### config.mk
export PLATFORM = sky130hd
export DESIGN_NAME = quant_leaky_relu
export DESIGN_NICKNAME = d
export VERILOG_FILES = /design/src/rtl/yolo_pkg.sv /design/src/rtl/quant_leaky_relu_round_shift.sv /design/src/rtl/quant_leaky_relu.sv
export SDC_FILE = /design/constraint.sdc
export NUM_CORES = 2
export LEC_CHECK = 0
export ABC_AREA = 1
export CAP_MARGIN = 5
export CORE_MARGIN = 2
export CORE_UTILIZATION = 60
export CTS_CLUSTER_DIAMETER = 30
export DETAILED_ROUTE_END_ITERATION = 10
export PLACE_DENSITY = 0.8
export SETUP_SLACK_MARGIN = 0.02
export SKIP_LAST_GASP = 1
export SYNTH_ARGS = -nofsm -noshare
export SYNTH_HDL_FRONTEND = slang
export SYNTH_HIERARCHICAL = 1
export SYNTH_SLANG_ARGS = --single-unit
### constraint.sdc
create_clock -name clk -period 3.14 [get_ports clk]
set_input_delay 0.628 -clock clk [delete_from_list [all_inputs] [get_ports clk]]
set_output_delay 0.628 -clock clk [all_outputs]
set_load 0.02 [all_outputs]
### src/rtl/yolo_pkg.sv
// Shared constants for the requantize + leaky ReLU stage that follows conv_3x3.
// No ports; imported by quant_leaky_relu and its testbench.
package yolo_pkg;

  localparam int ACC_W     = 32;  // signed accumulator width from conv_3x3
  localparam int MULT_W    = 16;  // unsigned requantization multiplier width
  localparam int OUT_W     = 8;   // signed int8 activation width
  localparam int LEAKY_NUM = 13;  // negative slope numerator (13/128 ~ 0.1)
  localparam int LEAKY_SH  = 7;   // negative slope denominator exponent
  localparam int LATENCY   = 4;   // valid_in -> data_valid, in cycles
  localparam int SHIFT_W   = 6;   // right-shift control width (0..47)
  localparam int SAT_W     = 16;  // saturation counter width

  // Width of signed(acc) * zero-extended(mult).
  function automatic int prod_width(input int acc_w, input int mult_w);
    return acc_w + mult_w + 1;
  endfunction

endpackage

### src/rtl/quant_leaky_relu_round_shift.sv
// Combinational rounding arithmetic right shift (round half up).
// Ports:
//   din   - signed operand
//   shift - shift amount; 0 passes din through unchanged
//   dout  - (din + 2^(shift-1)) >>> shift, same width as din
module round_shift #(
  parameter int W       = 49,
  parameter int SHIFT_W = 6
) (
  input  logic signed [W-1:0]       din,
  input  logic        [SHIFT_W-1:0] shift,
  output logic signed [W-1:0]       dout
);

  // One guard bit so adding the half-LSB can never wrap.
  logic signed [W:0] din_ext;
  logic signed [W:0] half;
  logic signed [W:0] sum;
  logic signed [W:0] shifted;

  always_comb begin
    din_ext = {din[W-1], din};
    half    = '0;
    if (shift != '0) begin
      half = $signed({{W{1'b0}}, 1'b1} << (shift - 1'b1));
    end
    sum     = din_ext + half;
    shifted = sum >>> shift;
    dout    = shifted[W-1:0];
  end

endmodule

### src/rtl/quant_leaky_relu.sv
// Four-stage requantize + leaky ReLU pipeline, one beat per cycle, no backpressure.
//   S1: prod = acc_in * mult            S2: rounding right shift by 'shift'
//   S3: optional x13/128 on negatives   S4: clamp to int8, count saturations
// Ports:
//   clk, rst (async, active-low)
//   valid_in, acc_in           - input beat from conv_3x3
//   mult, shift, leaky_en      - quasi-static config, sampled in S1/S2/S3
//   sat_clr                    - synchronous clear of sat_count (wins over increment)
//   out, data_valid            - result, valid 4 cycles after its valid_in
//   busy                       - any stage holds a beat
//   sat_count                  - saturating count of clamped output beats
module quant_leaky_relu #(
  parameter int ACC_W  = yolo_pkg::ACC_W,
  parameter int MULT_W = yolo_pkg::MULT_W,
  parameter int OUT_W  = yolo_pkg::OUT_W
) (
  input  logic                       clk,
  input  logic                       rst,
  input  logic                       valid_in,
  input  logic signed [ACC_W-1:0]    acc_in,
  input  logic        [MULT_W-1:0]   mult,
  input  logic        [5:0]          shift,
  input  logic                       leaky_en,
  input  logic                       sat_clr,
  output logic signed [OUT_W-1:0]    out,
  output logic                       data_valid,
  output logic                       busy,
  output logic        [15:0]         sat_count
);

  import yolo_pkg::*;

  localparam int PROD_W = prod_width(ACC_W, MULT_W);
  // x13 needs four more bits than the rounded product.
  localparam int LK_W   = PROD_W + 4;

  localparam logic signed [LK_W-1:0]  LK_NUM  = LK_W'(LEAKY_NUM);
  localparam logic signed [LK_W-1:0]  OUT_MAX = LK_W'((2 ** (OUT_W - 1)) - 1);
  localparam logic signed [LK_W-1:0]  OUT_MIN = LK_W'(-(2 ** (OUT_W - 1)));
  localparam logic        [SAT_W-1:0] SAT_MAX = '1;

  logic [LATENCY-1:0] valid_d, valid_q;

  logic signed [PROD_W-1:0] acc_ext, mult_ext;
  logic signed [PROD_W-1:0] prod_d, prod_q;
  logic signed [PROD_W-1:0] rnd_w, rnd_d, rnd_q;
  logic signed [LK_W-1:0]   rnd_ext, lk_mul, lk_calc, lk_d, lk_q;
  logic signed [OUT_W-1:0]  clamp_w, out_d, out_q;
  logic                     sat_hit;
  logic [SAT_W-1:0]         sat_count_d, sat_count_q;

  round_shift #(
    .W       (PROD_W),
    .SHIFT_W (SHIFT_W)
  ) u_round_shift (
    .din   (prod_q),
    .shift (shift),
    .dout  (rnd_w)
  );

  // Each stage loads only when the beat arriving at it is valid, so idle
  // stages keep their data and nothing toggles between bursts.
  always_comb begin
    valid_d = {valid_q[LATENCY-2:0], valid_in};

    acc_ext  = PROD_W'(acc_in);
    mult_ext = $signed({{(PROD_W - MULT_W){1'b0}}, mult});
    prod_d   = valid_in ? (acc_ext * mult_ext) : prod_q;

    rnd_d = valid_q[0] ? rnd_w : rnd_q;

    rnd_ext = LK_W'(rnd_q);
    lk_mul  = rnd_ext * LK_NUM;
    lk_calc = rnd_ext;
    if (leaky_en && rnd_q[PROD_W-1]) begin
      lk_calc = lk_mul >>> LEAKY_SH;
    end
    lk_d = valid_q[1] ? lk_calc : lk_q;

    sat_hit = 1'b0;
    clamp_w = lk_q[OUT_W-1:0];
    if (lk_q > OUT_MAX) begin
      sat_hit = 1'b1;
      clamp_w = OUT_MAX[OUT_W-1:0];
    end else if (lk_q < OUT_MIN) begin
      sat_hit = 1'b1;
      clamp_w = OUT_MIN[OUT_W-1:0];
    end
    out_d = valid_q[2] ? clamp_w : out_q;

    sat_count_d = sat_count_q;
    if (sat_clr) begin
      sat_count_d = '0;
    end else if (valid_q[2] && sat_hit && (sat_count_q != SAT_MAX)) begin
      sat_count_d = sat_count_q + 1'b1;
    end
  end

  always_ff @(posedge clk or negedge rst) begin
    if (!rst) begin
      valid_q     <= '0;
      out_q       <= '0;
      sat_count_q <= '0;
    end else begin
      valid_q     <= valid_d;
      out_q       <= out_d;
      sat_count_q <= sat_count_d;
    end
  end

  // Intermediate data is always qualified by valid_q, so it needs no reset.
  always_ff @(posedge clk) begin
    prod_q <= prod_d;
    rnd_q  <= rnd_d;
    lk_q   <= lk_d;
  end

  assign out        = out_q;
  assign data_valid = valid_q[LATENCY-1];
  assign busy       = |valid_q;
  assign sat_count  = sat_count_q;

endmodule

==> qor.csv, run 1 <==
stage;metric;value;unit
logic_synthesis;Ys Warns;6;
die;width of the die;265;um
die;io pins;85;
logic_synthesis;post-synthesis sequential element count;175;
place;DPL Wire Length;117000;um
logic_synthesis;Post-synth EDFFs;147;
die;Initial Util;60.8;%
logic_synthesis;Yosys top cell area share;26.3;%
run_status;First Error;[ERROR GRT-0232] Routing congestion too high. Check the congestion heatmap in the GUI.;
clock_tree;clock sinks;175;
global_route;GRT Overall Usage;84.6;%
place;IO Port Bufs;84;
clock_tree;clock tree buffer depth;2;
run_status;status;stopped before the end;
die;Rows;95;
logic_synthesis;Area contributors post-synth;fa_1 26%, nand2_1 16%, inv_1 14%;
sta;Worst EP Category;register data pin;
clock_tree;clock root buffer;clkbuf_16;
place;Post-Place Setup Slack;-3.52;ns
clock_tree;total CTS buffers;17;
logic_synthesis;synth unique cells;52;
run_status;Stopped at;global routing (5_1_grt);
global_route;grt total ovfl;655;
logic_synthesis;Post-Syn Area;0.0409;sq mm
logic_synthesis;Top FF cell, synth;edfxtp_1;
place;Placed Area;0.0495;sq mm
logic_synthesis;post-synthesis sequential area ratio;12.5;%
die;die height;265;um
sta;worst_ep grt;prod_q[25]$_DFFE_PP_/D;
global_route;pin count of the biggest net entering global routing;51;
logic_synthesis;area leader, netlist;fa_1;
place;GP Congestion;1.00;
logic_synthesis;Syn Inst Count;6012;
logic_synthesis;Syn Area/Cell;6.80;sq um
logic_synthesis;asr flop ratio synth;16.0;%
logic_synthesis;net count after synthesis;6919;
clock_tree;CTS H-tree lvls;4;
place;Post-Place Cells;7531;
[Yosys cell counts (3+ instances only)]
| master | n |
|---|---|
| o211ai_1 | 3 |
| nand3_2 | 8 |
| dfrtp_1 | 28 |
| and3_1 | 6 |
| o21ai_2 | 3 |
| o21ai_1 | 20 |
| nor2_2 | 30 |
| xnor2_1 | 41 |
| nand3b_1 | 12 |
| clkbuf_1 | 141 |
| a31oi_1 | 12 |
| o21ai_0 | 82 |
| buf_1 | 18 |
| o21bai_1 | 27 |
| o21a_1 | 3 |
| nor3_2 | 6 |
| ha_1 | 311 |
| nand3_1 | 531 |
| a21oi_1 | 153 |
| nor4_1 | 8 |
| nand4_1 | 49 |
| or2_2 | 3 |
| buf_2 | 29 |
| mux2i_1 | 4 |
| nand2_4 | 5 |
| nor3_1 | 32 |
| a21o_1 | 8 |
| and2_1 | 5 |
| nand2_2 | 21 |
| or2_1 | 10 |
| nand2_1 | 1739 |
| fa_1 | 537 |
| nor2_1 | 349 |
| inv_2 | 14 |
| a21oi_2 | 3 |
| inv_1 | 1535 |
| xor2_1 | 59 |
| edfxtp_1 | 147 |
[through the flow]
step / util, % / TNS [ns]
after CTS: 88.0 / -125.75
after detailed placement: 73.6 / -238.27
after global placement: 73.6 / -233.27
after floorplan: - / -116.82
[routing by layer]
layer | overflow | track usage, %
met3 | 23 | 74.1
met1 | 25 | 83.6
met2 | 383 | 98.4
met5 | 6 | 45.9
met4 | 218 | 83.3
[what timing repair did]
action | in CTS
hold endpoints to repair | 0
setup endpoints to repair | 143
hold buffers | 0
resized for setup | 1982
pin swaps | 948
setup buffers | 224
cloned | 31
[cells by family after synthesis]
logic type	after synthesis	synth area share [%]
mux	4	0.0979
simple gates	2821	29.0
compound gates	319	4.29
buf+inv	1744	16.2
xor+xnor	101	2.18
fa+ha+maj	848	35.8
flops	175	12.5
==> run 2: changes to the inputs <==
- CORE_UTILIZATION: 60 -> 40
- CTS_CLUSTER_DIAMETER: 30 -> unset
- PLACE_DENSITY: 0.8 -> unset
- PLACE_DENSITY_LB_ADDON: unset -> 0.15
- SETUP_SLACK_MARGIN: 0.02 -> unset
- clock period: 3.14 -> 4.1 ns (I/O delays scaled with it)
==> qor.csv, run 2 <==
stage;metric;value;unit;change
sta;RSZ-0062 raised after global routing;true;;
critical_path;slowest cell on the critical path;fa_1;;
sta;Hold WS;0.502;ns;
route;Met2 Routed Length;66800;um;
place;Placed Area;0.0485;sq mm;was 0.0495 sq mm
logic_synthesis;post-synthesis sequential area ratio;12.5;%;unchanged
critical_path;Crit Path Category;input port to register;;
logic_synthesis;net count after synthesis;6919;;unchanged
route;drt wl/cell;18.2;um;
global_route;GRT Overall Usage;28.3;%;
clock_tree;cts hold-fix bufs;0;;unchanged
die;Initial Util;40.3;%;was 60.8%
route;wl on met1;67700;um;
clock_tree;total CTS buffers;17;;unchanged
critical_path;crit path capture type;register;;
critical_path;crit path launch type;input port;;
place;DPL Wire Length;115000;um;was 117,000 um
logic_synthesis;Yosys top cell area share;26.3;%;unchanged
logic_synthesis;Syn Area/Cell;6.80;sq um;unchanged
global_route;vias in the first global route;40100;;
logic_synthesis;synth unique cells;52;;unchanged
clock_tree;TritonCTS clock tree;done;;
cells_and_area;most frequent cells in the layout;1,330 x inv_1, 1,318 x nand2_1, 561 x buf_4, 482 x fa_1, 319 x nand2_2;;
clock_tree;CTS H-tree lvls;4;;unchanged
sta;actual slew at the worst max-slew pin;0.936;ns;
route;remaining antenna violation count;0;;
cells_and_area;filler cell count;9468;;
logic_synthesis;most numerous cell in the Yosys netlist;nand2_1;;unchanged
sta;post-route worst setup slack;-1.59;ns;
die;die footprint;0.105;sq mm;
route;Vias/cell;4.99;;
die;width of the die;324;um;was 265 um
critical_path;slowest stage delay, CP;0.54;ns;
sta;worst relative slew slack;37.4;%;
logic_synthesis;area leader, netlist;fa_1;;unchanged
cells_and_area;multi-input logic area;0.0366;sq mm;
logic_synthesis;Post-synth top cells;1,739 x nand2_1, 1,535 x inv_1, 537 x fa_1, 531 x nand3_1, 349 x nor2_1;;unchanged
cells_and_area;FF/Latch Area;0.00512;sq mm;
logic_synthesis;post-synthesis sequential element count;175;;unchanged
logic_synthesis;Syn Inst Count;6012;;unchanged
route;initial DRC count;2949;;
critical_path;Critical Path Fanout Max;7;;
global_route;first-pass GRT wire length;228000;um;
route;Highest Signal Layer;met5;;
sta;Max Clk Rate;176;MHz;
run_status;violated checks;negative setup slack;;
critical_path;Worst EP required;4.33;ns;
critical_path;CP Buf/Inv Count;10;;
cells_and_area;share of cells above drive strength 1;35.4;%;
clock_tree;clock transition at the registers of the reported paths;0.07;ns;
cells_and_area;Design Area, Final;0.0586;sq mm;
logic_synthesis;Top FF cell, synth;edfxtp_1;;unchanged
die;die height;324;um;was 265 um
cells_and_area;commonest non-fill, non-tap cell in the layout;inv_1;;
die;total core area;0.102;sq mm;
logic_synthesis;asr flop ratio synth;16.0;%;unchanged
sta;max-slew violations;0;;
critical_path;critical path arrival;5.92;ns;
cells_and_area;Regs by FF count;lk_q x49, prod_q x49, rnd_q x49;;
sta;Final Setup Violations;64;;
run;MaxCap Viol Count;0;;
global_route;antenna violations before repair;3;;
place;IO Port Bufs;84;;unchanged
cells_and_area;Layout area overhead;43.3;%;
sta;fin crit share;139;%;
route;drt first pass iters;6;;
run_status;status;finished with violations;;was stopped before the end
logic_synthesis;Post-Syn Area;0.0409;sq mm;unchanged
global_route;grt total ovfl;0;;
route;DRC violations left;0;;
clock_tree;clock sinks;175;;unchanged
worst_hold_path;Hold Crit Class;register to register;;
logic_synthesis;Ys Warns;6;;unchanged
sta;final hold vios;0;;
critical_path;delay-heaviest family, CP;adder cells;;
logic_synthesis;Post-synth EDFFs;147;;unchanged
route;final WL;148000;um;
place;GP Congestion;0.975;;was 1.00
die;io pins;85;;unchanged
cells_and_area;ANT cells;0;;
logic_synthesis;Area contributors post-synth;fa_1 26%, nand2_1 16%, inv_1 14%;;unchanged
clock_tree;clock root buffer;clkbuf_16;;unchanged
clock_tree;clock tree buffer depth;2;;unchanged
sta;clk_skew;0.0174;ns;
route;length of routed met3 wiring;9750;um;
sta;Min Clock Period, post-route;5.69;ns;
cells_and_area;nets@finish;7638;;
global_route;pin count of the biggest net entering global routing;51;;
route;Vias;40500;;
die;Rows;117;;was 95
clock_tree;Clk Latency, worst-skew pair;0.47;ns;
==> run 2: cell counts after synthesis <==
No cell type changed its count.
==> run 2: area by class of cell <==
class | instances | area share (%)
inverter | 1551 | 10.0
timing repair buffer | 892 | 15.0
multi-input combinational | 4093 | 62.4
timing repair inverter | 1 | 0.0128
clock inverter | 12 | 0.162
tap | 1368 | 2.92
sequential | 175 | 8.73
clock buffer | 20 | 0.781
==> run 2: worst reg2reg max path, stage by stage, from the launching register on <==
cell and delay [ns]:
edfxtp_1 0.53, ha_1 0.36, ha_1 0.28, inv_1 0.05, fa_1 0.50, inv_1 0.04, ha_1 0.36, nand2_1 0.16
nor2_2 0.18, nand2_1 0.07, nand2_1 0.21, nand3_1 0.10, nand2_1 0.21, nand2_1 0.10, nand2_1 0.07, nand2_1 0.04
nand3_1 0.06, o21ai_0 0.19
==> run 2: kinds of logic after synthesis <==
| kind of cell | after synthesis | synth area share [%] |
|---|---|---|
| and+or+nand+nor | 2821 | 29.0 |
| adders and majority gates | 848 | 35.8 |
| muxes | 4 | 0.0979 |
| DFF | 175 | 12.5 |
| xor gates and xnor gates | 101 | 2.18 |
| AOI/OAI and AO/OA | 319 | 4.29 |
| buffers and inverters | 1744 | 16.2 |
==> run 2: metrics by stage <==
step,util [%],TNS [ns],setup WS [ns],cells
floorplan,-,-57.36,-1.75,6012
global route,57.7,-71.15,-1.76,8112
finish,57.7,-59.70,-1.59,8112
CTS,53.1,-56.93,-1.57,8034
detailed placement,47.8,-151.59,-2.68,7835
global placement,47.8,-153.67,-2.72,7835
==> run 2: routing by layer <==
layer,up-vias,global-route usage [%]
li1,19400,-
met1,19800,41.3
met2,1133,45.2
met3,155,3.25
met4,6,5.59
met5,-,0
==> run 2: path summary, 6_finish.rpt <==
kind / cells past startpoint / end / slack (ns) / start
setup / recovery: 25 / prod_q[44]$_DFFE_PP_ / -1.59 / mult[5]
hold / removal: 2 / out[7]$_DFFE_PN0P_ / 0.50 / out[7]$_DFFE_PN0P_
setup reg to reg: 17 / lk_q[26]$_DFFE_PP_ / 0.27 / rnd_q[4]$_DFFE_PP_
hold reg to reg: 2 / out[7]$_DFFE_PN0P_ / 0.50 / out[7]$_DFFE_PN0P_
max in group asynchronous: 2 / sat_count[3]$_DFFE_PN0P_ / 2.58 / rst
min in group asynchronous: 1 / sat_count[12]$_DFFE_PN0P_ / 0.87 / rst
==> run 2: timing repair <==
| item | 4_1_cts | 5_1_grt |
|---|---|---|
| setup buffers | 146 | 93 |
| setup endpoints to repair | 93 | 93 |
| pin swaps | 437 | 629 |
| gates resized for setup | 1051 | 1040 |
| cloned | 27 | 3 |
Power of run 2 is not shown: default switching activity piles up to over one toggle a cycle in this logic, so the estimate is an artifact.
